<file path="src/rtl/pipelined_control_unit_pkg.sv">
// ---------------------------------------------------------------------------
// cu_pkg
// Shared definitions for the pipelined control unit: MIPS opcode and funct
// encodings, the ALU operation enumeration, memory access width codes, the
// packed EX control bundle and the instruction decode helper.
// No ports (package).
// ---------------------------------------------------------------------------
package cu_pkg;

   // Primary opcodes, instr[31:26]
   localparam logic [5:0] OP_RTYPE = 6'b000000;
   localparam logic [5:0] OP_BEQ   = 6'b000100;
   localparam logic [5:0] OP_BNE   = 6'b000101;
   localparam logic [5:0] OP_ADDI  = 6'b001000;
   localparam logic [5:0] OP_SLTI  = 6'b001010;
   localparam logic [5:0] OP_ANDI  = 6'b001100;
   localparam logic [5:0] OP_ORI   = 6'b001101;
   localparam logic [5:0] OP_XORI  = 6'b001110;
   localparam logic [5:0] OP_LUI   = 6'b001111;
   localparam logic [5:0] OP_LB    = 6'b100000;
   localparam logic [5:0] OP_LH    = 6'b100001;
   localparam logic [5:0] OP_LW    = 6'b100011;
   localparam logic [5:0] OP_LBU   = 6'b100100;
   localparam logic [5:0] OP_LHU   = 6'b100101;
   localparam logic [5:0] OP_LWU   = 6'b100111;
   localparam logic [5:0] OP_SB    = 6'b101000;
   localparam logic [5:0] OP_SH    = 6'b101001;
   localparam logic [5:0] OP_SW    = 6'b101011;

   // R-type function codes, instr[5:0]
   localparam logic [5:0] FN_SLL  = 6'b000000;
   localparam logic [5:0] FN_SRL  = 6'b000010;
   localparam logic [5:0] FN_SRA  = 6'b000011;
   localparam logic [5:0] FN_MULT = 6'b011000;
   localparam logic [5:0] FN_ADD  = 6'b100000;
   localparam logic [5:0] FN_SUB  = 6'b100010;
   localparam logic [5:0] FN_AND  = 6'b100100;
   localparam logic [5:0] FN_OR   = 6'b100101;
   localparam logic [5:0] FN_XOR  = 6'b100110;
   localparam logic [5:0] FN_NOR  = 6'b100111;
   localparam logic [5:0] FN_SLT  = 6'b101010;

   // Data memory access width
   localparam logic [1:0] MEM_WORD = 2'd0;
   localparam logic [1:0] MEM_HALF = 2'd1;
   localparam logic [1:0] MEM_BYTE = 2'd2;

   typedef enum logic [3:0] {
      ALU_SLL  = 4'd0,
      ALU_SRL  = 4'd1,
      ALU_SRA  = 4'd2,
      ALU_ADD  = 4'd3,
      ALU_SUB  = 4'd4,
      ALU_AND  = 4'd5,
      ALU_OR   = 4'd6,
      ALU_XOR  = 4'd7,
      ALU_NOR  = 4'd8,
      ALU_SLT  = 4'd9,
      ALU_MUL  = 4'd10,
      ALU_RSVD = 4'd15
   } alu_op_t;

   // Control fields carried in the ID/EX register
   typedef struct packed {
      logic       branch;
      logic       branch_ne;
      logic       mem_to_reg;
      logic       alu_src;
      logic       shift_imm;
      logic       reg_write;
      logic       load_imm;
      logic       zero_ex;
      logic       mem_sign_ext;
      logic [1:0] mem_width;
      alu_op_t    alu_op;
   } ctrl_t;

   // Decode result: the EX bundle plus ID-stage-only information
   typedef struct packed {
      ctrl_t ctrl;
      logic  reg_dst;
      logic  mem_write;
      logic  illegal;
      logic  uses_rs;
      logic  uses_rt;
      logic  is_mult;
   } dec_t;

   // Opcode/funct to control bundle. An undecodable instruction comes back
   // with illegal set and an all-zero bundle so it can only ever be a bubble.
   function automatic dec_t decode(input logic [5:0] opcode, input logic [5:0] funct);
      dec_t d;
      d         = '0;
      d.uses_rs = 1'b1;
      case (opcode)
         OP_RTYPE: begin
            d.uses_rt        = 1'b1;
            d.reg_dst        = 1'b1;
            d.ctrl.reg_write = 1'b1;
            case (funct)
               FN_SLL:  begin d.ctrl.alu_op = ALU_SLL; d.ctrl.shift_imm = 1'b1; d.uses_rs = 1'b0; end
               FN_SRL:  begin d.ctrl.alu_op = ALU_SRL; d.ctrl.shift_imm = 1'b1; d.uses_rs = 1'b0; end
               FN_SRA:  begin d.ctrl.alu_op = ALU_SRA; d.ctrl.shift_imm = 1'b1; d.uses_rs = 1'b0; end
               FN_ADD:  d.ctrl.alu_op = ALU_ADD;
               FN_SUB:  d.ctrl.alu_op = ALU_SUB;
               FN_AND:  d.ctrl.alu_op = ALU_AND;
               FN_OR:   d.ctrl.alu_op = ALU_OR;
               FN_XOR:  d.ctrl.alu_op = ALU_XOR;
               FN_NOR:  d.ctrl.alu_op = ALU_NOR;
               FN_SLT:  d.ctrl.alu_op = ALU_SLT;
               FN_MULT: begin d.ctrl.alu_op = ALU_MUL; d.is_mult = 1'b1; end
               default: d.illegal = 1'b1;
            endcase
         end
         OP_BEQ, OP_BNE: begin
            d.uses_rt        = 1'b1;
            d.ctrl.branch    = 1'b1;
            d.ctrl.branch_ne = (opcode == OP_BNE);
            d.ctrl.alu_op    = ALU_SUB;
         end
         OP_ADDI, OP_SLTI, OP_ANDI, OP_ORI, OP_XORI: begin
            d.ctrl.alu_src   = 1'b1;
            d.ctrl.reg_write = 1'b1;
            d.ctrl.zero_ex   = (opcode == OP_ANDI) || (opcode == OP_ORI) || (opcode == OP_XORI);
            case (opcode)
               OP_SLTI: d.ctrl.alu_op = ALU_SLT;
               OP_ANDI: d.ctrl.alu_op = ALU_AND;
               OP_ORI:  d.ctrl.alu_op = ALU_OR;
               OP_XORI: d.ctrl.alu_op = ALU_XOR;
               default: d.ctrl.alu_op = ALU_ADD;
            endcase
         end
         OP_LUI: begin
            d.uses_rs        = 1'b0;
            d.ctrl.alu_src   = 1'b1;
            d.ctrl.reg_write = 1'b1;
            d.ctrl.load_imm  = 1'b1;
            d.ctrl.alu_op    = ALU_ADD;
         end
         OP_LB, OP_LH, OP_LW, OP_LBU, OP_LHU, OP_LWU: begin
            d.ctrl.alu_src      = 1'b1;
            d.ctrl.alu_op       = ALU_ADD;
            d.ctrl.mem_to_reg   = 1'b1;
            d.ctrl.reg_write    = 1'b1;
            d.ctrl.mem_sign_ext = (opcode == OP_LB) || (opcode == OP_LH) || (opcode == OP_LW);
            if ((opcode == OP_LB) || (opcode == OP_LBU))
               d.ctrl.mem_width = MEM_BYTE;
            else if ((opcode == OP_LH) || (opcode == OP_LHU))
               d.ctrl.mem_width = MEM_HALF;
            else
               d.ctrl.mem_width = MEM_WORD;
         end
         OP_SB, OP_SH, OP_SW: begin
            d.uses_rt        = 1'b1;
            d.ctrl.alu_src   = 1'b1;
            d.ctrl.alu_op    = ALU_ADD;
            d.mem_write      = 1'b1;
            if (opcode == OP_SB)
               d.ctrl.mem_width = MEM_BYTE;
            else if (opcode == OP_SH)
               d.ctrl.mem_width = MEM_HALF;
            else
               d.ctrl.mem_width = MEM_WORD;
         end
         default: d.illegal = 1'b1;
      endcase
      if (d.illegal) begin
         d.ctrl      = '0;
         d.reg_dst   = 1'b0;
         d.mem_write = 1'b0;
         d.is_mult   = 1'b0;
      end
      return d;
   endfunction

endpackage

</file>
<file path="src/rtl/pipelined_control_unit_if.sv">
// ---------------------------------------------------------------------------
// pipelined_control_unit_if
// Bundles the ID-stage instruction fields, the branch flush, the hazard
// outputs and the registered EX control bundle.
//   master : drives id_* and flush, observes stall/illegal/ex_*
//   slave  : the control unit itself
// ---------------------------------------------------------------------------
interface pipelined_control_unit_if #(
   parameter int REG_ADDR_W = 5,
   parameter int MEM_WE_W   = 4
);
   logic                  id_valid;
   logic [5:0]            id_opcode;
   logic [5:0]            id_funct;
   logic [REG_ADDR_W-1:0] id_rs;
   logic [REG_ADDR_W-1:0] id_rt;
   logic [REG_ADDR_W-1:0] id_rd;
   logic                  flush;

   logic                  stall;
   logic                  illegal;
   logic                  ex_valid;
   logic [REG_ADDR_W-1:0] ex_dest;
   logic                  ex_branch;
   logic                  ex_branch_ne;
   logic                  ex_mem_to_reg;
   logic                  ex_alu_src;
   logic                  ex_shift_imm;
   logic                  ex_reg_write;
   logic                  ex_load_imm;
   logic                  ex_zero_ex;
   logic                  ex_mem_sign_ext;
   logic [MEM_WE_W-1:0]   ex_mem_write;
   logic [1:0]            ex_mem_width;
   logic [3:0]            ex_alu_op;

   modport master (
      output id_valid, id_opcode, id_funct, id_rs, id_rt, id_rd, flush,
      input  stall, illegal, ex_valid, ex_dest, ex_branch, ex_branch_ne,
             ex_mem_to_reg, ex_alu_src, ex_shift_imm, ex_reg_write, ex_load_imm,
             ex_zero_ex, ex_mem_sign_ext, ex_mem_write, ex_mem_width, ex_alu_op
   );

   modport slave (
      input  id_valid, id_opcode, id_funct, id_rs, id_rt, id_rd, flush,
      output stall, illegal, ex_valid, ex_dest, ex_branch, ex_branch_ne,
             ex_mem_to_reg, ex_alu_src, ex_shift_imm, ex_reg_write, ex_load_imm,
             ex_zero_ex, ex_mem_sign_ext, ex_mem_write, ex_mem_width, ex_alu_op
   );
endinterface

</file>
<file path="src/rtl/pipelined_control_unit_hazard_detect.sv">
// ---------------------------------------------------------------------------
// hazard_detect
// Combinational hazard logic for the control unit.
//   i_exValid, i_exMemToReg, i_exDest : instruction currently in EX
//   i_idValid, i_idRs, i_idRt         : instruction currently in ID
//   i_usesRs, i_usesRt                : which ID sources are really read
//   i_busyCnt                         : remaining MULT occupancy of EX
//   o_loadUse                         : ID needs a load result not yet loaded
//   o_stall                           : freeze PC and IF/ID
// ---------------------------------------------------------------------------
module hazard_detect #(
   parameter int REG_ADDR_W = 5
) (
   input  logic                  i_exValid,
   input  logic                  i_exMemToReg,
   input  logic [REG_ADDR_W-1:0] i_exDest,
   input  logic                  i_idValid,
   input  logic [REG_ADDR_W-1:0] i_idRs,
   input  logic [REG_ADDR_W-1:0] i_idRt,
   input  logic                  i_usesRs,
   input  logic                  i_usesRt,
   input  logic [3:0]            i_busyCnt,
   output logic                  o_loadUse,
   output logic                  o_stall
);

   // A load into r0 never produces a value anyone waits for, so it is
   // excluded; only sources the ID instruction actually reads count.
   always_comb begin
      o_loadUse = i_exValid & i_exMemToReg & (i_exDest != '0) & i_idValid &
                  ((i_usesRs & (i_exDest == i_idRs)) | (i_usesRt & (i_exDest == i_idRt)));
      o_stall   = o_loadUse | (i_busyCnt != 4'd0);
   end

endmodule

</file>
<file path="src/rtl/pipelined_control_unit.sv">
// ---------------------------------------------------------------------------
// pipelined_control_unit
// Decodes the ID-stage instruction into the EX control bundle and holds it in
// the ID/EX control register, inserting bubbles for load-use hazards, branch
// flushes and illegal instructions, and holding EX while a MULT is busy.
//   clk   : clock, rising edge
//   rst_n : asynchronous active-low reset
//   bus   : slave side of pipelined_control_unit_if (ID fields, flush,
//           stall, illegal, ex_* bundle)
// ---------------------------------------------------------------------------
module pipelined_control_unit
   import cu_pkg::*;
#(
   parameter int REG_ADDR_W   = 5,
   parameter int MEM_WE_W     = 4,
   parameter int MULT_LATENCY = 3
) (
   input  logic                     clk,
   input  logic                     rst_n,
   pipelined_control_unit_if.slave  bus
);

   localparam logic [3:0] BUSY_INIT = 4'(MULT_LATENCY - 1);

   dec_t                  w_dec;
   ctrl_t                 w_decCtrl;
   logic [REG_ADDR_W-1:0] w_decDest;
   logic [MEM_WE_W-1:0]   w_decMemWe;
   logic                  w_loadUse;
   logic                  w_stall;

   ctrl_t                 r_exCtrl;
   logic                  r_exValid;
   logic [REG_ADDR_W-1:0] r_exDest;
   logic [MEM_WE_W-1:0]   r_exMemWe;
   logic [3:0]            r_busyCnt;
   logic                  r_illegal;

   // Decode the ID instruction; a write to r0 is dropped here so it never
   // reaches write-back, and store strobes are widened to the bus width.
   always_comb begin
      w_dec     = decode(bus.id_opcode, bus.id_funct);
      w_decDest = w_dec.reg_dst ? bus.id_rd : bus.id_rt;
      w_decCtrl = w_dec.ctrl;
      w_decCtrl.reg_write = w_dec.ctrl.reg_write & (w_decDest != '0);
      w_decMemWe = '0;
      if (w_dec.mem_write) begin
         case (w_dec.ctrl.mem_width)
            MEM_BYTE: w_decMemWe = MEM_WE_W'(1);
            MEM_HALF: w_decMemWe = MEM_WE_W'(3);
            default:  w_decMemWe = '1;
         endcase
      end
   end

   hazard_detect #(.REG_ADDR_W(REG_ADDR_W)) u_hazard (
      .i_exValid    (r_exValid),
      .i_exMemToReg (r_exCtrl.mem_to_reg),
      .i_exDest     (r_exDest),
      .i_idValid    (bus.id_valid),
      .i_idRs       (bus.id_rs),
      .i_idRt       (bus.id_rt),
      .i_usesRs     (w_dec.uses_rs),
      .i_usesRt     (w_dec.uses_rt),
      .i_busyCnt    (r_busyCnt),
      .o_loadUse    (w_loadUse),
      .o_stall      (w_stall)
   );

   // ID/EX control register. Flush beats everything (including a busy MULT),
   // then a busy MULT freezes EX, then a load-use inserts a bubble, otherwise
   // the decoded instruction advances. Illegal or empty ID slots become
   // bubbles. The illegal flag reports only instructions that would really
   // have advanced this cycle.
   always_ff @(posedge clk or negedge rst_n) begin
      if (!rst_n) begin
         r_exCtrl  <= '0;
         r_exValid <= 1'b0;
         r_exDest  <= '0;
         r_exMemWe <= '0;
         r_busyCnt <= 4'd0;
         r_illegal <= 1'b0;
      end else begin
         r_illegal <= bus.id_valid & w_dec.illegal & ~w_stall & ~bus.flush;
         if (bus.flush) begin
            r_exCtrl  <= '0;
            r_exValid <= 1'b0;
            r_exDest  <= '0;
            r_exMemWe <= '0;
            r_busyCnt <= 4'd0;
         end else if (r_busyCnt != 4'd0) begin
            r_busyCnt <= r_busyCnt - 4'd1;
         end else if (w_loadUse || !bus.id_valid || w_dec.illegal) begin
            r_exCtrl  <= '0;
            r_exValid <= 1'b0;
            r_exDest  <= '0;
            r_exMemWe <= '0;
         end else begin
            r_exCtrl  <= w_decCtrl;
            r_exValid <= 1'b1;
            r_exDest  <= w_decDest;
            r_exMemWe <= w_decMemWe;
            r_busyCnt <= w_dec.is_mult ? BUSY_INIT : 4'd0;
         end
      end
   end

   assign bus.stall           = w_stall;
   assign bus.illegal         = r_illegal;
   assign bus.ex_valid        = r_exValid;
   assign bus.ex_dest         = r_exDest;
   assign bus.ex_branch       = r_exCtrl.branch;
   assign bus.ex_branch_ne    = r_exCtrl.branch_ne;
   assign bus.ex_mem_to_reg   = r_exCtrl.mem_to_reg;
   assign bus.ex_alu_src      = r_exCtrl.alu_src;
   assign bus.ex_shift_imm    = r_exCtrl.shift_imm;
   assign bus.ex_reg_write    = r_exCtrl.reg_write;
   assign bus.ex_load_imm     = r_exCtrl.load_imm;
   assign bus.ex_zero_ex      = r_exCtrl.zero_ex;
   assign bus.ex_mem_sign_ext = r_exCtrl.mem_sign_ext;
   assign bus.ex_mem_write    = r_exMemWe;
   assign bus.ex_mem_width    = r_exCtrl.mem_width;
   assign bus.ex_alu_op       = r_exCtrl.alu_op;

endmodule

</file>
<file path="src/flat_wrapper.sv">
// flat-port wrapper written by rule: the top's interface ports become plain ports
module pipelined_control_unit_flat import cu_pkg::*;
#(
   parameter int REG_ADDR_W   = 5,
   parameter int MEM_WE_W     = 4,
   parameter int MULT_LATENCY = 3
)
  (clk, rst_n, bus_id_valid, bus_id_opcode, bus_id_funct, bus_id_rs, bus_id_rt, bus_id_rd, bus_flush, bus_stall, bus_illegal, bus_ex_valid, bus_ex_dest, bus_ex_branch, bus_ex_branch_ne, bus_ex_mem_to_reg, bus_ex_alu_src, bus_ex_shift_imm, bus_ex_reg_write, bus_ex_load_imm, bus_ex_zero_ex, bus_ex_mem_sign_ext, bus_ex_mem_write, bus_ex_mem_width, bus_ex_alu_op);
  pipelined_control_unit_if #(.REG_ADDR_W(REG_ADDR_W), .MEM_WE_W(MEM_WE_W)) bus_i ();
  input  logic clk;
  input  logic rst_n;
  input wire logic [$bits(bus_i.id_valid)-1:0] bus_id_valid;
  input wire logic [$bits(bus_i.id_opcode)-1:0] bus_id_opcode;
  input wire logic [$bits(bus_i.id_funct)-1:0] bus_id_funct;
  input wire logic [$bits(bus_i.id_rs)-1:0] bus_id_rs;
  input wire logic [$bits(bus_i.id_rt)-1:0] bus_id_rt;
  input wire logic [$bits(bus_i.id_rd)-1:0] bus_id_rd;
  input wire logic [$bits(bus_i.flush)-1:0] bus_flush;
  output wire logic [$bits(bus_i.stall)-1:0] bus_stall;
  output wire logic [$bits(bus_i.illegal)-1:0] bus_illegal;
  output wire logic [$bits(bus_i.ex_valid)-1:0] bus_ex_valid;
  output wire logic [$bits(bus_i.ex_dest)-1:0] bus_ex_dest;
  output wire logic [$bits(bus_i.ex_branch)-1:0] bus_ex_branch;
  output wire logic [$bits(bus_i.ex_branch_ne)-1:0] bus_ex_branch_ne;
  output wire logic [$bits(bus_i.ex_mem_to_reg)-1:0] bus_ex_mem_to_reg;
  output wire logic [$bits(bus_i.ex_alu_src)-1:0] bus_ex_alu_src;
  output wire logic [$bits(bus_i.ex_shift_imm)-1:0] bus_ex_shift_imm;
  output wire logic [$bits(bus_i.ex_reg_write)-1:0] bus_ex_reg_write;
  output wire logic [$bits(bus_i.ex_load_imm)-1:0] bus_ex_load_imm;
  output wire logic [$bits(bus_i.ex_zero_ex)-1:0] bus_ex_zero_ex;
  output wire logic [$bits(bus_i.ex_mem_sign_ext)-1:0] bus_ex_mem_sign_ext;
  output wire logic [$bits(bus_i.ex_mem_write)-1:0] bus_ex_mem_write;
  output wire logic [$bits(bus_i.ex_mem_width)-1:0] bus_ex_mem_width;
  output wire logic [$bits(bus_i.ex_alu_op)-1:0] bus_ex_alu_op;
  assign bus_i.id_valid = bus_id_valid;
  assign bus_i.id_opcode = bus_id_opcode;
  assign bus_i.id_funct = bus_id_funct;
  assign bus_i.id_rs = bus_id_rs;
  assign bus_i.id_rt = bus_id_rt;
  assign bus_i.id_rd = bus_id_rd;
  assign bus_i.flush = bus_flush;
  assign bus_stall = bus_i.stall;
  assign bus_illegal = bus_i.illegal;
  assign bus_ex_valid = bus_i.ex_valid;
  assign bus_ex_dest = bus_i.ex_dest;
  assign bus_ex_branch = bus_i.ex_branch;
  assign bus_ex_branch_ne = bus_i.ex_branch_ne;
  assign bus_ex_mem_to_reg = bus_i.ex_mem_to_reg;
  assign bus_ex_alu_src = bus_i.ex_alu_src;
  assign bus_ex_shift_imm = bus_i.ex_shift_imm;
  assign bus_ex_reg_write = bus_i.ex_reg_write;
  assign bus_ex_load_imm = bus_i.ex_load_imm;
  assign bus_ex_zero_ex = bus_i.ex_zero_ex;
  assign bus_ex_mem_sign_ext = bus_i.ex_mem_sign_ext;
  assign bus_ex_mem_write = bus_i.ex_mem_write;
  assign bus_ex_mem_width = bus_i.ex_mem_width;
  assign bus_ex_alu_op = bus_i.ex_alu_op;
  pipelined_control_unit #(.REG_ADDR_W(REG_ADDR_W), .MEM_WE_W(MEM_WE_W), .MULT_LATENCY(MULT_LATENCY)) u_core (.clk(clk), .rst_n(rst_n), .bus(bus_i));
endmodule
</file>
<file path="config.mk">
export PLATFORM = sky130hd
export DESIGN_NAME = pipelined_control_unit_flat
export DESIGN_NICKNAME = d
export VERILOG_FILES = /design/src/rtl/pipelined_control_unit_pkg.sv /design/src/rtl/pipelined_control_unit_if.sv /design/src/rtl/pipelined_control_unit_hazard_detect.sv /design/src/rtl/pipelined_control_unit.sv /design/src/flat_wrapper.sv
export SDC_FILE = /design/constraint.sdc
export NUM_CORES = 1
export LEC_CHECK = 0
export ABC_AREA = 1
export CORE_MARGIN = 8
export CORE_UTILIZATION = 52
export CTS_BUF_LIST = sky130_fd_sc_hd__clkbuf_8 sky130_fd_sc_hd__clkbuf_16
export DETAILED_ROUTE_END_ITERATION = 16
export PLACE_DENSITY = 0.86
export SLEW_MARGIN = 15
export SYNTH_ARGS = -nofsm -noshare
export SYNTH_HDL_FRONTEND = slang
export SYNTH_SLANG_ARGS = --single-unit
export TNS_END_PERCENT = 100
</file>
<file path="constraint.sdc">
create_clock -name clk -period 4.5 [get_ports clk]
set_clock_uncertainty 0.1 [all_clocks]
set_input_delay 0.9 -clock clk [delete_from_list [all_inputs] [get_ports clk]]
set_output_delay 0.9 -clock clk [all_outputs]
set_load 0.01 [all_outputs]
</file>
# == Word-level counts from Yosys, hierarchy flattened ==
# Cells that the tools add are included.
# totals
reg_bits,30
latchBits,0
ram_bits,0
mem_bits_ro,0
in_bits,31
out_inout_bits,27
wordCells,136
memories,0
# classes
add_sub_neg,1
mul,0
div_mod_pow,0
n_lt_le_gt_ge,0
eq_ne,33
shift,0
muxes,47
bitwise_logic,14
n_reduce_logical,25
# ops
cell,count
6-bit == test (second input constant),16
15-bit 2-to-1 mux,3
4-bit one-hot mux with 10 select lines,1
6-bit by 4-bit == test with 1-bit output (second input constant),6
4-bit one-hot mux with 4 select lines,2
4-bit 2-to-1 mux,7
1-bit 2-to-1 mux,21
5-bit 2-to-1 mux,4
17-bit 2-to-1 mux,1
17-bit OR reduction,1
15-bit OR reduction,1
13-bit OR reduction,1
6-bit by 2-bit == test with 1-bit output (second input constant),2
6-bit by 3-bit == test with 1-bit output (second input constant),2
6-bit logical NOT,2
6-bit OR reduction,2
11-bit OR reduction,1
1-bit bitwise AND,10
5-bit == test,2
5-bit nonzero test,2
10-bit OR reduction,1
1-bit logical OR,8
2-bit 2-to-1 mux,4
4-bit one-hot mux with 2 select lines,1
other kinds (15),19

# == Logic depth before layout (Yosys ltp) ==
# Gate-level depths: netlist of the first run.
# depth
depth_word,12
ltp_mapped,15
mapped_depth_nobuf,15

# == Cells and area by module ==
# From an unflattened synthesis of the first run, not the netlist that was laid out.
# hier_totals
cells_unflattened,296
hier_area_um2,2014.4
# by_module_without_submodules
module,instances,cells_per_inst,area_per_inst_um2
pipelined_control_unit,1,235,1775.5
hazard_detect,1,61,239.0

# == Least setup slack after synthesis of the first run ==
# Ideal clock, no wire load.
# synth_timing
kind,input-to-output
from,in bus_id_opcode[5]
to,out bus_stall
t_arrival_ns,1.760
required_ns,3.500
slack_ns,1.740
cell_stages,10
cell_sequence,nor2_1 buf_4 nand3_1 nand2_1 nor2_2 nand2_1 nand2_1 nand2_1 nand2_1 nand2_1
# synth_via
elab_chain_cells,7
elab_cells_between_ends,15
cone_classes,6 x eq/ne; 2 x mux; 5 x bitwise; 2 x reduce/logical
# synth_rtl
element,line,text
start: declaration,flat_wrapper.sv:13,input wire logic [$bits(bus_i.id_opcode)-1:0] bus_id_opcode;
6-bit by 3-bit == test with 1-bit output (tied with other cells),pipelined_control_unit_pkg.sv:95,case (opcode)
6-bit OR reduction (no source line),-,
1-bit 2-to-1 mux,pipelined_control_unit_pkg.sv:95,
1-bit bitwise AND,pipelined_control_unit_hazard_detect.sv:31,((i_usesRs & (i_exDest == i_idRs)) | (i_usesRt & (i_exDest == i_idRt)));
1-bit bitwise OR *,pipelined_control_unit_hazard_detect.sv:31,
1-bit bitwise AND *,pipelined_control_unit_hazard_detect.sv:30,o_loadUse = i_exValid & i_exMemToReg & (i_exDest != '0) & i_idValid &
1-bit bitwise OR *,pipelined_control_unit_hazard_detect.sv:32,o_stall = o_loadUse | (i_busyCnt != 4'd0);
end: declaration,flat_wrapper.sv:19,output wire logic [$bits(bus_i.stall)-1:0] bus_stall;
# Every way passes the cells marked *; elsewhere a longest branch is shown, timed or not.

# == Worst setup path after layout of the first run ==
# Ends and elaborated chain as after synthesis.

==> impl_metrics.ini, run 1 <==
[floorplan]
die_h_um = 78.8
die_x_um = 78.8
row_count = 23
dieArea_mm2 = 0.00621
io_pins = 58
core_mm2 = 0.00388
initial_core_util = 0.528

[cts]
cts_buffers = 5
root_buffer = clkbuf_8
clk_pin_slew_worst_paths_ns = 0.06
clk_latency_ns = 0.28
cts_tree = yes
cts_htree_levels = 2
cts_setup_buffers = 0
clock_path_buffers = 2
cts_hold_buf = 0
cts.sinks = 29
post_cts_resized = 0

[power_and_ir_drop]
p_leak_nw = 1.38
powerDensity_mw_per_mm2 = 290
ir_drop_uv = 160

[logic_synthesis]
synthesis.area_mm2 = 0.00205
synth_top_cell_area_share = 0.354
yosys.area_share.simple = 0.385
synth-adder-area-share = 0.0183
synth_area_leaders = dfrtp_1, nand2_1, nand3_1
synth_edf_count = 0
ys.flop_type = dfrtp_1
yosysWarnings = 0
ys_seq_area_frac = 0.354
synth.distinct_cells = 35
synth_area_per_cell_um2 = 7.10
ys_ff_latch = 29
synth_compound_area_frac = 0.122
synth_top_family_by_area = simple AND/OR/NAND/NOR gates
synthesis.nets = 323
synth_top_cell_by_area = dfrtp_1
synthMuxAreaShare = 0
synth_xor_area_frac = 0.0299
async_flop_share = 1.00
netlist_instances = 289

[critical_path]
cp_max_fo = 11
critPathRequiredTime_ns = 3.50
path_cells = clkdlybuf4s50_1 -> nor2_1 -> nand3_2 -> nand2_1 -> nor2_2 -> nand2_1 -> nand2_1 -> nand2_1 -> nand2_1 -> nand2_1 -> clkdlybuf4s50_1
crit_arrival_ns = 3.22
worst_path_largest_cell_delay_ns = 0.56
end_kind = primary output
crit_slowest_cell = nor2_1
worstSetupPathType = in -> out
critical_path.startpoint_type = input pin
cp_common_cell = nand2_1

[timing]
grt_setup_unrepaired = no
clock.fmax_mhz = 237
finalSetupViolCount = 0
fin_tns_setup_ns = 0
hold_violations = 0
max_slew_margin = 0.535
maxSlewViolCount = 0
period_share = 0.938
tightest_slew_ns = 0.695
period_needed_ns = 4.22

[job]
drv_cap = 0

[grt]
grt_pass1_wl_mm = 9.55
grt.total_usage = 0.191
antenna_found_initial = 0
grt_pass1_vias = 2111
overflow = 0
grt_max_degree = 30

[drt]
first_pass_iters = 4
drc = 0
wire_per_inst_um = 14.4
routed_wl_mm = 5.75
drt-initial-drc-count = 120
ant_nets = 0
via_count = 2123
viasPerCell = 5.31

[cells_and_area]
final_cells = 400
final_layout_size_suffix_gt1_frac = 0.111
final_common_cell = nand2_1
area_growth_pct = 34.1
final_cell_mix = nand2_1, clkdlybuf4s50_1, inv_1
largest_register_ffs = 5
nets = 384
n_antenna_cell = 0
final_core_util = 0.709

[place]
dp_hpwl_mm = 4.50
gp_congestion = 0.878
io_buffers = 57
dpl.cell_count = 393

[outcome]
status = finished clean

[hold_path]
min_path_type = reg -> reg
## critical path: cells and delay by family
family                 cells  cell delay, ns
buffers and inverters      2            0.98
AND/OR/NAND/NOR            9            1.34
## where the power goes
part | total, mW | switching [mW] | internal [mW] | leakage [nW]
clock network | 0.216 | 0.0972 | 0.119 | 0.0485
registers | 0.301 | 0.0188 | 0.283 | 0.401
logic | 0.280 | 0.165 | 0.115 | 0.933
## cells in the mapped netlist, types with 2 or more instances
| library cell | instances |
|---|---|
| inv_1 | 34 |
| a21oi_1 | 3 |
| xnor2_1 | 5 |
| nand2_2 | 2 |
| xor2_1 | 2 |
| nor2_1 | 25 |
| nand4_1 | 10 |
| o21ai_1 | 3 |
| dfrtp_1 | 29 |
| o21ai_0 | 5 |
| o22ai_2 | 4 |
| ha_1 | 3 |
| nand3_1 | 27 |
| o2111ai_1 | 2 |
| nand2_1 | 90 |
| a22o_1 | 4 |
| nor3_1 | 6 |
| inv_2 | 5 |
| nand3_2 | 2 |
| nor2_2 | 7 |
| o21ai_2 | 5 |
| clkbuf_1 | 2 |
| buf_4 | 2 |
## per-stage QoR
step                      instance area (um^2)  setup slack (ns)  total power [mW]  hold slack (ns)
after global routing                      2750            0.0308             0.841            0.396
after global placement                    2670             0.318             0.582            0.365
after CTS                                 2750             0.284             0.803            0.382
after floorplan                           2050              1.74             0.479            0.366
final                                     2750             0.281             0.797            0.378
after detailed placement                  2670             0.290             0.584            0.365
## worst paths after layout
kind / start / to / slack [ns] / depth (start not counted)
min: u_core.bus.ex_reg_write / u_core.bus.ex_reg_write / 0.38 / 2
max reg2reg: u_core.bus.ex_dest[1] / u_core.bus.ex_mem_write[2] / 2.51 / 13
min in group asynchronous: rst_n / u_core.bus.ex_shift_imm / 0.91 / 2
max: bus_id_opcode[5] / bus_stall / 0.28 / 11
min reg2reg: u_core.bus.ex_reg_write / u_core.bus.ex_reg_write / 0.38 / 2
max in group asynchronous: rst_n / u_core.bus.ex_mem_write[0] / 3.10 / 2
## kinds of logic after synthesis
family / count (synthesis)
xor+xnor: 7
fa+ha+maj: 3
buf+inv: 45
flops: 29
simple gates: 173
compound gates: 32
## per-layer routing
layer,wire (um),part of all wire,GRT usage
met3,386,0.067,0.0395
met4,80,0.014,0.0815
met1,2520,0.44,0.227
met5,0,0,0
met2,2760,0.48,0.326
## final cells by class
cell class                      instances  area [um^2]
Clock buffer                            6         82.6
Clock inverter                          1         3.75
Fill cell                             338         1130
Inverter                               40          153
Multi-Input combinational cell        215         1140
Sequential cell                        29          726
Tap cell                               50         62.6
Timing Repair Buffer                   59          586
Note: power is estimated with default switching activity, not from simulation.
==> run 2, diff against run 1 <==
SLEW_MARGIN = 40   (was 15)
==> results of run 2 <==
The final DEF is identical to that of run 1; final timing and power are the same.
==> run 3, diff against run 2 <==
CORE_UTILIZATION = 68   (was 52)
DONT_BUFFER_PORTS = 1   (was not set)
PLACE_DENSITY = 0.84   (was 0.86)
SLEW_MARGIN = not set   (was 40)
==> impl_metrics.ini, run 3 (synthesis gave the netlist of run 1 again) <==
[critical_path]
crit_family = simple AND/OR/NAND/NOR gates
path_cells = nor2_1 -> nand3_2 -> nand2_1 -> nor2_2 -> nand2_1 -> nand2_1 -> nand2_1 -> nand2_1 -> nand2_1
critPathRequiredTime_ns = 3.50
rrSetupSlack_ns = 2.46
crit_slowest_cell = nor2_1
end_kind = primary output
r2r_cells = 13
cp_common_cell = nand2_1
cp_max_fo = 11
timing.rr.end = u_core.bus.ex_mem_write[2]
crit_arrival_ns = 2.29
r2r_start = u_core.bus.ex_dest[3]
path_buf_inv = 0
worst_path_largest_cell_delay_ns = 0.55
worstSetupPathType = in -> out
critical_path.startpoint_type = input pin

[cts]
cts_htree_levels = 2
cts.sinks = 29
cts_buffers = 5
cts_tree = yes
cts_hold_buf = 0
post_cts_resized = 0
root_buffer = clkbuf_8
clock_path_buffers = 2
clk_pin_slew_worst_paths_ns = 0.06
clk_latency_ns = 0.28
cts_setup_buffers = 0

[timing]
hold_violations = 0
maxSlewViolCount = 0
finalSetupViolCount = 0
period_needed_ns = 3.29
period_share = 0.730
fin_tns_setup_ns = 0
grt_setup_unrepaired = no
max_slew_margin = 0.518
fin_ws_ns = 1.21
tightest_slew_ns = 0.721
clock.fmax_mhz = 304

[place]
io_buffers = 0
dp_hpwl_mm = 4.13
gp_congestion = 0.973
pre_cts_slack_ns = 1.24
place_area_mm2 = 0.00207

[drt]
first_pass_iters = 4
routed_wl_mm = 5.18
wire_per_inst_um = 15.9
drt-initial-drc-count = 124
viasPerCell = 5.84
ant_nets = 0
drc = 0
via_count = 1899

[cells_and_area]
largest_register_ffs = 5
final_cell_mix = nand2_1, inv_1, dfrtp_1
multiInputGateArea_mm2 = 0.00114
design_area_mm2 = 0.00215
final_common_cell = nand2_1
seq_area_um2 = 726
final_layout_size_suffix_gt1_frac = 0.130
nets = 326
area_growth_pct = 4.94
n_antenna_cell = 0
fillers = 272

[floorplan]
dieArea_mm2 = 0.00503
die_h_um = 70.9
core_mm2 = 0.00295
io_pins = 58
row_count = 20
die_x_um = 70.9
initial_core_util = 0.695

[grt]
grt_pass1_wl_mm = 8.62
overflow = 0
grt_pass1_vias = 1884
antenna_found_initial = 0
grt_max_degree = 30
grt.total_usage = 0.212

[power_and_ir_drop]
p_leak_nw = 1.17
fin_total_pwr_mw = 0.732
ir_drop_uv = 166
powerDensity_mw_per_mm2 = 340

[outcome]
status = finished clean

[hold_path]
min_path_type = in -> async

[job]
drv_cap = 0
-- run 3: per-layer routing --
metal / GRT usage / vias up / wire length, um
met2: 0.359 / 74 / 2460
met4: 0.0716 / 0 / 61
met1: 0.241 / 873 / 2170
li1: - / 945 / -
met3: 0.0749 / 7 / 490
met5: 0 / - / 0
-- run 3: area by class of cell --
class / instances / area share
Clock buffer: 6 / 0.0383
Timing Repair Buffer: 1 / 0.00349
Sequential cell: 29 / 0.337
Multi-Input combinational cell: 215 / 0.529
Clock inverter: 1 / 0.00174
Inverter: 40 / 0.0709
Tap cell: 33 / 0.0192
-- run 3: metrics by stage --
stage / std cells / util / hold WS, ns
after floorplan: 289 / - / 0.366
after global placement: 318 / 0.700 / 0.387
after detailed placement: 318 / 0.700 / 0.391
after CTS: 325 / 0.729 / 0.209
after global routing: 325 / 0.729 / 0.204
final: 325 / 0.729 / 0.212
-- run 3: worst register-to-register path, stage by stage (launching register included) --
cell	delay (ns)
dfrtp_1	0.48
inv_1	0.12
nand2_1	0.08
nand4_1	0.10
nor3_1	0.26
nand2_1	0.08
nand2_1	0.06
nand2_1	0.08
nand2_2	0.13
nor2_8	0.06
inv_4	0.20
nor2_1	0.07
nand2_1	0.06
nand2_1	0.04
-- run 3: worst max path at each step --
stage	start	end	slack, ns	depth (start not counted)
6_report	bus_id_opcode[5]	bus_stall	1.21	9
3_3_place_gp	bus_id_opcode[5]	bus_stall	1.28	9
3_5_place_dp	bus_id_opcode[5]	bus_stall	1.24	9
4_1_cts	bus_id_opcode[5]	bus_stall	1.22	9
5_1_grt	bus_id_opcode[5]	bus_stall	1.09	9
2_1_floorplan	bus_id_opcode[5]	bus_stall	1.74	10
-- run 3: power breakdown --
group          internal (mW)  switching [mW]
sequential             0.283          0.0213
combinational         0.0707           0.143
clock                  0.119          0.0951
